**src/rtl/inert_spi_resp.sv**
```systemverilog
// SPI slave register block: synchronized SPI pins, small cfg register file and a
// sample holding pair with data-ready interrupt, read lock and overrun flag.
module inert_spi_resp #(
    parameter logic [7:0] WHOAMI = 8'h6A
) (
    input  logic        clk,
    input  logic        rst,
    input  logic        SS_n,
    input  logic        SCLK,
    input  logic        MOSI,
    output logic        MISO,
    output logic        INT,
    input  logic        smpl_vld,
    input  logic [15:0] ptch_rt_in,
    input  logic [15:0] AZ_in,
    output logic [7:0]  cfg_int1,
    output logic [7:0]  cfg_xl,
    output logic [7:0]  cfg_g,
    output logic [7:0]  cfg_ctrl5,
    output logic        overrun
);

    logic        ss_ff1, ss_ff2, ss_ff3;
    logic        sclk_ff1, sclk_ff2, sclk_ff3;
    logic        mosi_ff1, mosi_ff2, mosi_ff3;
    logic [4:0]  bit_cnt;
    logic [15:0] rx;
    logic [7:0]  tx;
    logic [15:0] ptch_hold;
    logic [15:0] az_hold;
    logic        lock;

    logic        ss_fall, ss_rise, sclk_rise, sclk_fall;
    logic        frame_done, rd_done_22, rd_done_2d, smpl_take, int_set;
    logic [7:0]  cmd;
    logic [7:0]  rd_data;

    assign ss_fall   = ss_ff3 & ~ss_ff2;
    assign ss_rise   = ~ss_ff3 & ss_ff2;
    assign sclk_rise = ~ss_ff2 & ~sclk_ff3 & sclk_ff2;
    assign sclk_fall = ~ss_ff2 & sclk_ff3 & ~sclk_ff2;

    // Command byte as it will look once the 8th bit is shifted in.
    assign cmd = {rx[6:0], mosi_ff3};

    assign frame_done = ss_rise && (bit_cnt == 5'd16);
    assign rd_done_22 = frame_done && rx[15] && (rx[14:8] == 7'h22);
    assign rd_done_2d = frame_done && rx[15] && (rx[14:8] == 7'h2D);
    assign smpl_take  = smpl_vld && !lock;
    assign int_set    = smpl_take && cfg_int1[1];

    assign MISO = tx[7];

    always_comb begin
        rd_data = 8'h00;
        case (cmd[6:0])
            7'h0D:   rd_data = cfg_int1;
            7'h0F:   rd_data = WHOAMI;
            7'h10:   rd_data = cfg_xl;
            7'h11:   rd_data = cfg_g;
            7'h14:   rd_data = cfg_ctrl5;
            7'h22:   rd_data = ptch_hold[7:0];
            7'h23:   rd_data = ptch_hold[15:8];
            7'h2C:   rd_data = az_hold[7:0];
            7'h2D:   rd_data = az_hold[15:8];
            default: rd_data = 8'h00;
        endcase
    end

    always_ff @(posedge clk) begin
        if (rst) begin
            ss_ff1    <= 1'b1;
            ss_ff2    <= 1'b1;
            ss_ff3    <= 1'b1;
            sclk_ff1  <= 1'b1;
            sclk_ff2  <= 1'b1;
            sclk_ff3  <= 1'b1;
            mosi_ff1  <= 1'b0;
            mosi_ff2  <= 1'b0;
            mosi_ff3  <= 1'b0;
            bit_cnt   <= 5'd0;
            rx        <= 16'h0000;
            tx        <= 8'h00;
            cfg_int1  <= 8'h00;
            cfg_xl    <= 8'h00;
            cfg_g     <= 8'h00;
            cfg_ctrl5 <= 8'h00;
            ptch_hold <= 16'h0000;
            az_hold   <= 16'h0000;
            lock      <= 1'b0;
            overrun   <= 1'b0;
            INT       <= 1'b0;
        end else begin
            ss_ff1   <= SS_n;
            ss_ff2   <= ss_ff1;
            ss_ff3   <= ss_ff2;
            sclk_ff1 <= SCLK;
            sclk_ff2 <= sclk_ff1;
            sclk_ff3 <= sclk_ff2;
            mosi_ff1 <= MOSI;
            mosi_ff2 <= mosi_ff1;
            mosi_ff3 <= mosi_ff2;

            if (ss_fall) begin
                bit_cnt <= 5'd0;
                rx      <= 16'h0000;
                tx      <= 8'h00;
            end else if (sclk_rise) begin
                rx <= {rx[14:0], mosi_ff3};
                if (bit_cnt != 5'd17) begin
                    bit_cnt <= bit_cnt + 5'd1;
                end
                if (bit_cnt == 5'd7 && cmd[7]) begin
                    tx <= rd_data;
                end
            end else if (sclk_fall && bit_cnt >= 5'd9) begin
                tx <= {tx[6:0], 1'b0};
            end

            // Only a clean 16-bit write frame touches the cfg registers.
            if (frame_done && !rx[15]) begin
                case (rx[14:8])
                    7'h0D:   cfg_int1  <= rx[7:0];
                    7'h10:   cfg_xl    <= rx[7:0];
                    7'h11:   cfg_g     <= rx[7:0];
                    7'h14:   cfg_ctrl5 <= rx[7:0];
                    default: ;
                endcase
            end

            if (smpl_take) begin
                ptch_hold <= ptch_rt_in;
                az_hold   <= AZ_in;
            end else if (smpl_vld) begin
                overrun <= 1'b1;
            end

            if (rd_done_22) begin
                lock <= 1'b1;
            end else if (rd_done_2d) begin
                lock <= 1'b0;
            end

            // Disabled interrupt dominates; a new sample beats a concurrent clear.
            if (!cfg_int1[1]) begin
                INT <= 1'b0;
            end else if (int_set) begin
                INT <= 1'b1;
            end else if (rd_done_22) begin
                INT <= 1'b0;
            end
        end
    end

endmodule

```
**config.mk**
```make
export PLATFORM = sky130hd
export DESIGN_NAME = inert_spi_resp
export DESIGN_NICKNAME = d
export VERILOG_FILES = /design/src/rtl/inert_spi_resp.sv
export SDC_FILE = /design/constraint.sdc
export NUM_CORES = 1
export LEC_CHECK = 0
export CORE_MARGIN = 2
export CORE_UTILIZATION = 54
export CTS_CLUSTER_SIZE = 40
export DETAILED_ROUTE_END_ITERATION = 10
export HOLD_SLACK_MARGIN = 0.03
export PLACE_DENSITY_LB_ADDON = 0.1
export SYNTH_ARGS = -nofsm -noshare
export SYNTH_HDL_FRONTEND = slang
export SYNTH_SLANG_ARGS = --single-unit
```
**constraint.sdc**
```tcl
create_clock -name clk -period 1.8 [get_ports clk]
set_input_delay 0.54 -clock clk [delete_from_list [all_inputs] [get_ports clk]]
set_output_delay 0.54 -clock clk [all_outputs]
set_load 0.1 [all_outputs]
```
==> impl_results.md <==
- Hold Slack: 0.426 ns
- Worst r2r src: bit_cnt[1]
- Yosys warnings: 0
- Startpoint Class: flop
- Syn Area/Cell: 8.70 um2
- WP buf/inv: 2
- Distinct cell type count after synthesis: 59
- Leak: 2.39 nW
- Worst-skew pair later-pin latency: 0.37 ns
- Remaining antenna violation count: 0
- Initial antenna violation count: 0
- FP Rows: 33
- Layout fillers: 604
- Skew final: 0.0119 ns
- Final setup vio count: 3
- Critical path's top delay family: simple AND/OR/NAND/NOR gates
- Drt pass-1 iters: 5
- Slowest stage cell, crit path: dfxtp_4
- Global-route wire length before repair: 20,900 um
- Post-Syn Instances: 539
- Peak VDD IR: 0.000385 V
- Initial Util: 56.5%
- Area Growth Syn to Fin: 34.1%
- Ports: 73
- H-tree depth: 3
- Total design power: 4.04 mW
- Slew Viols, Final: 0
- Final Hold Viols: 0
- Relative slew margins: 72.9%
- Most common cell after layout, fill and taps aside: nand2_1
- Remaining global-route overflow: 0
- Synth async-reset ratio: 0%
- CTS Root Cell: clkbuf_8
- #FFs+latches synth: 105
- Clock-pin slew on the worst setup and hold paths: 0.10 ns
- Die Y: 97.2 um
- CP Capture Type: flop
- Die Width: 97.2 um
- Final nets: 664
- Largest net degree at the start of global routing: 77
- Vias in the first global route: 4,196
- Crit path kind: flop to flop
- P per Cell Area: 643 nW/um2
- Post-Route WL: 12,800 um
- Total GRT Usage: 27.4%
- Core area: 8300 um2
- Place WS: -0.141 ns
- Status: finished, violations left
- Post-synth net total: 580
- Fin worst setup slack: -0.0112 ns
- TritonCTS clock tree: yes
- GPL Wtd Cong: 0.933
- Post-synth EDFFs: 0
- Worst Hold Class: flop to flop
- Clock buffer count from CTS: 9
- Crit-path cells: inv_2, ha_4, and4bb_1, and3_4, and4b_1, buf_12, mux2i_1, nor2_1
- Crit path time final: 1.81 ns
- DRC: 0
- Routed len/inst: 17.5 um
- Utilization after layout: 75.7%
- Peak Freq: 552 MHz
- Highest-count cells in the layout ignoring fill and taps: nand2_1 (110), dfxtp_1 (100), a21oi_1 (52), nor2_1 (52), mux2i_1 (44)
- Placed cell areas: 6020 um2
- DP HPWL: 9370 um
- Final instance area: 6290 um2
- # clock sinks: 105
- Worst Path Required: 2.07 ns
- RSZ-0062 raised after global routing: yes
- Syn Std Cell Area: 4690 um2
- Crit path largest cell delay: 0.37 ns
- Port Buffers: 72
- Worst Tran Pin Value: 0.407 ns
- Layout cell share with drive strength beyond 1: 21.8%
- Critical path origin: bit_cnt[1]
- DRT iter0 DRCs: 260
- Max Cap Viol: 0
- Hold path startpoint: sclk_ff1
- Worst Path Arrival: 2.08 ns
- Part of the cycle the worst path needs: 101%
- Die area: 9440 um2
- Violated checks: setup timing
- DR vias: 4,143
- Vias/cell: 5.65
- Register area share after synthesis: 44.8%
- Antenna cells: 0
- Primary FF master, synth: dfxtp_1
- CTS Buffer Depth: 2
- Max FO, Critical Path: 8
[through the flow]
step / cells / setup TNS, ns
2_1_floorplan: 539 / 0
3_3_place_gp: 715 / -0.0684
3_5_place_dp: 715 / -0.991
4_1_cts: 731 / 0
5_1_grt: 733 / -2.04
6_report: 733 / -0.0199
[metal layers]
layer	vias to the layer above	GRT usage (%)	routed length [um]
li1	2019	-	-
met1	1974	36.0	5600
met2	134	45.9	6310
met3	16	5.68	691
met4	0	7.80	196
met5	-	0	0
[cell families (layout without fill, tap and decap cells)]
| kind of cell | count (synthesis) | after routing | synth area share [%] |
|---|---|---|---|
| multiplexers | 52 | 52 | 11.3 |
| AO/OA/AOI/OAI | 103 | 103 | 13.8 |
| AND/OR/NAND/NOR | 225 | 225 | 23.3 |
| flip-flops | 105 | 105 | 44.8 |
| XOR/XNOR | 4 | 4 | 0.747 |
| adder cells (fa/ha/maj) | 3 | 3 | 0.801 |
| buffers and inverters | 47 | 136 | 5.31 |
[power by group]
| group | internal (mW) | switching, mW |
|---|---|---|
| clock | 0.562 | 0.837 |
| sequential | 2.37 | 0.0295 |
| combinational | 0.128 | 0.121 |
| total | 3.06 | 0.988 |
[flip-flops by register name, summed over array words and instances, names as in the netlist, 8 cells and up]
| register | count |
|---|---|
| az_hold | 16 |
| rx | 16 |
| cfg_int1 | 8 |
| cfg_xl | 8 |
| tx | 8 |
| cfg_ctrl5 | 8 |
| ptch_hold | 16 |
| cfg_g | 8 |
[cell type report]
cell class                      count  area (um2)  area share, %
Clock buffer                       10         138           2.19
Tap cell                          105         131           2.09
Clock inverter                      6        47.5          0.756
Sequential cell                   105        2110           33.6
Timing Repair Buffer              113        1440           22.9
Inverter                            7        26.3          0.418
Multi-Input combinational cell    387        2390           38.0
[Yosys cell counts (all sizes together) (4+ instances only)]
library cell	instances	area, um2
a22oi	10	75.1
mux2i	46	460
nand3	6	30.0
a221oi	5	50.0
dfxtp	105	2100
a211oi	6	50.1
o22ai	12	75.1
and2	6	37.5
a21oi	54	278
nor3b	4	46.3
nor2	52	195
mux2	6	67.6
nand4	4	40.0
nand2	111	417
buf	20	143
nor3	4	25.0
inv	7	26.3
o21ai	5	25.0
nor2b	7	43.8
and3	4	31.3
clkbuf	19	71.3
or2	6	37.5
[path summary, 6_finish.rpt]
path	to	slack, ns	cells after the start
setup / recovery	cfg_xl[3]	-0.01	8
hold reg to reg	sclk_ff2	0.43	1
hold / removal	sclk_ff2	0.43	1
setup reg to reg	cfg_xl[3]	-0.01	8
[timing repair]
item                       in CTS  in global routing
setup endpoints to repair      19                 32
hold buffers                    0                  0
cloned                          0                  1
pin swaps                       0                  4
resized for setup               5                 18
setup buffers                   0                  1
(Power assumes the default switching activity.)
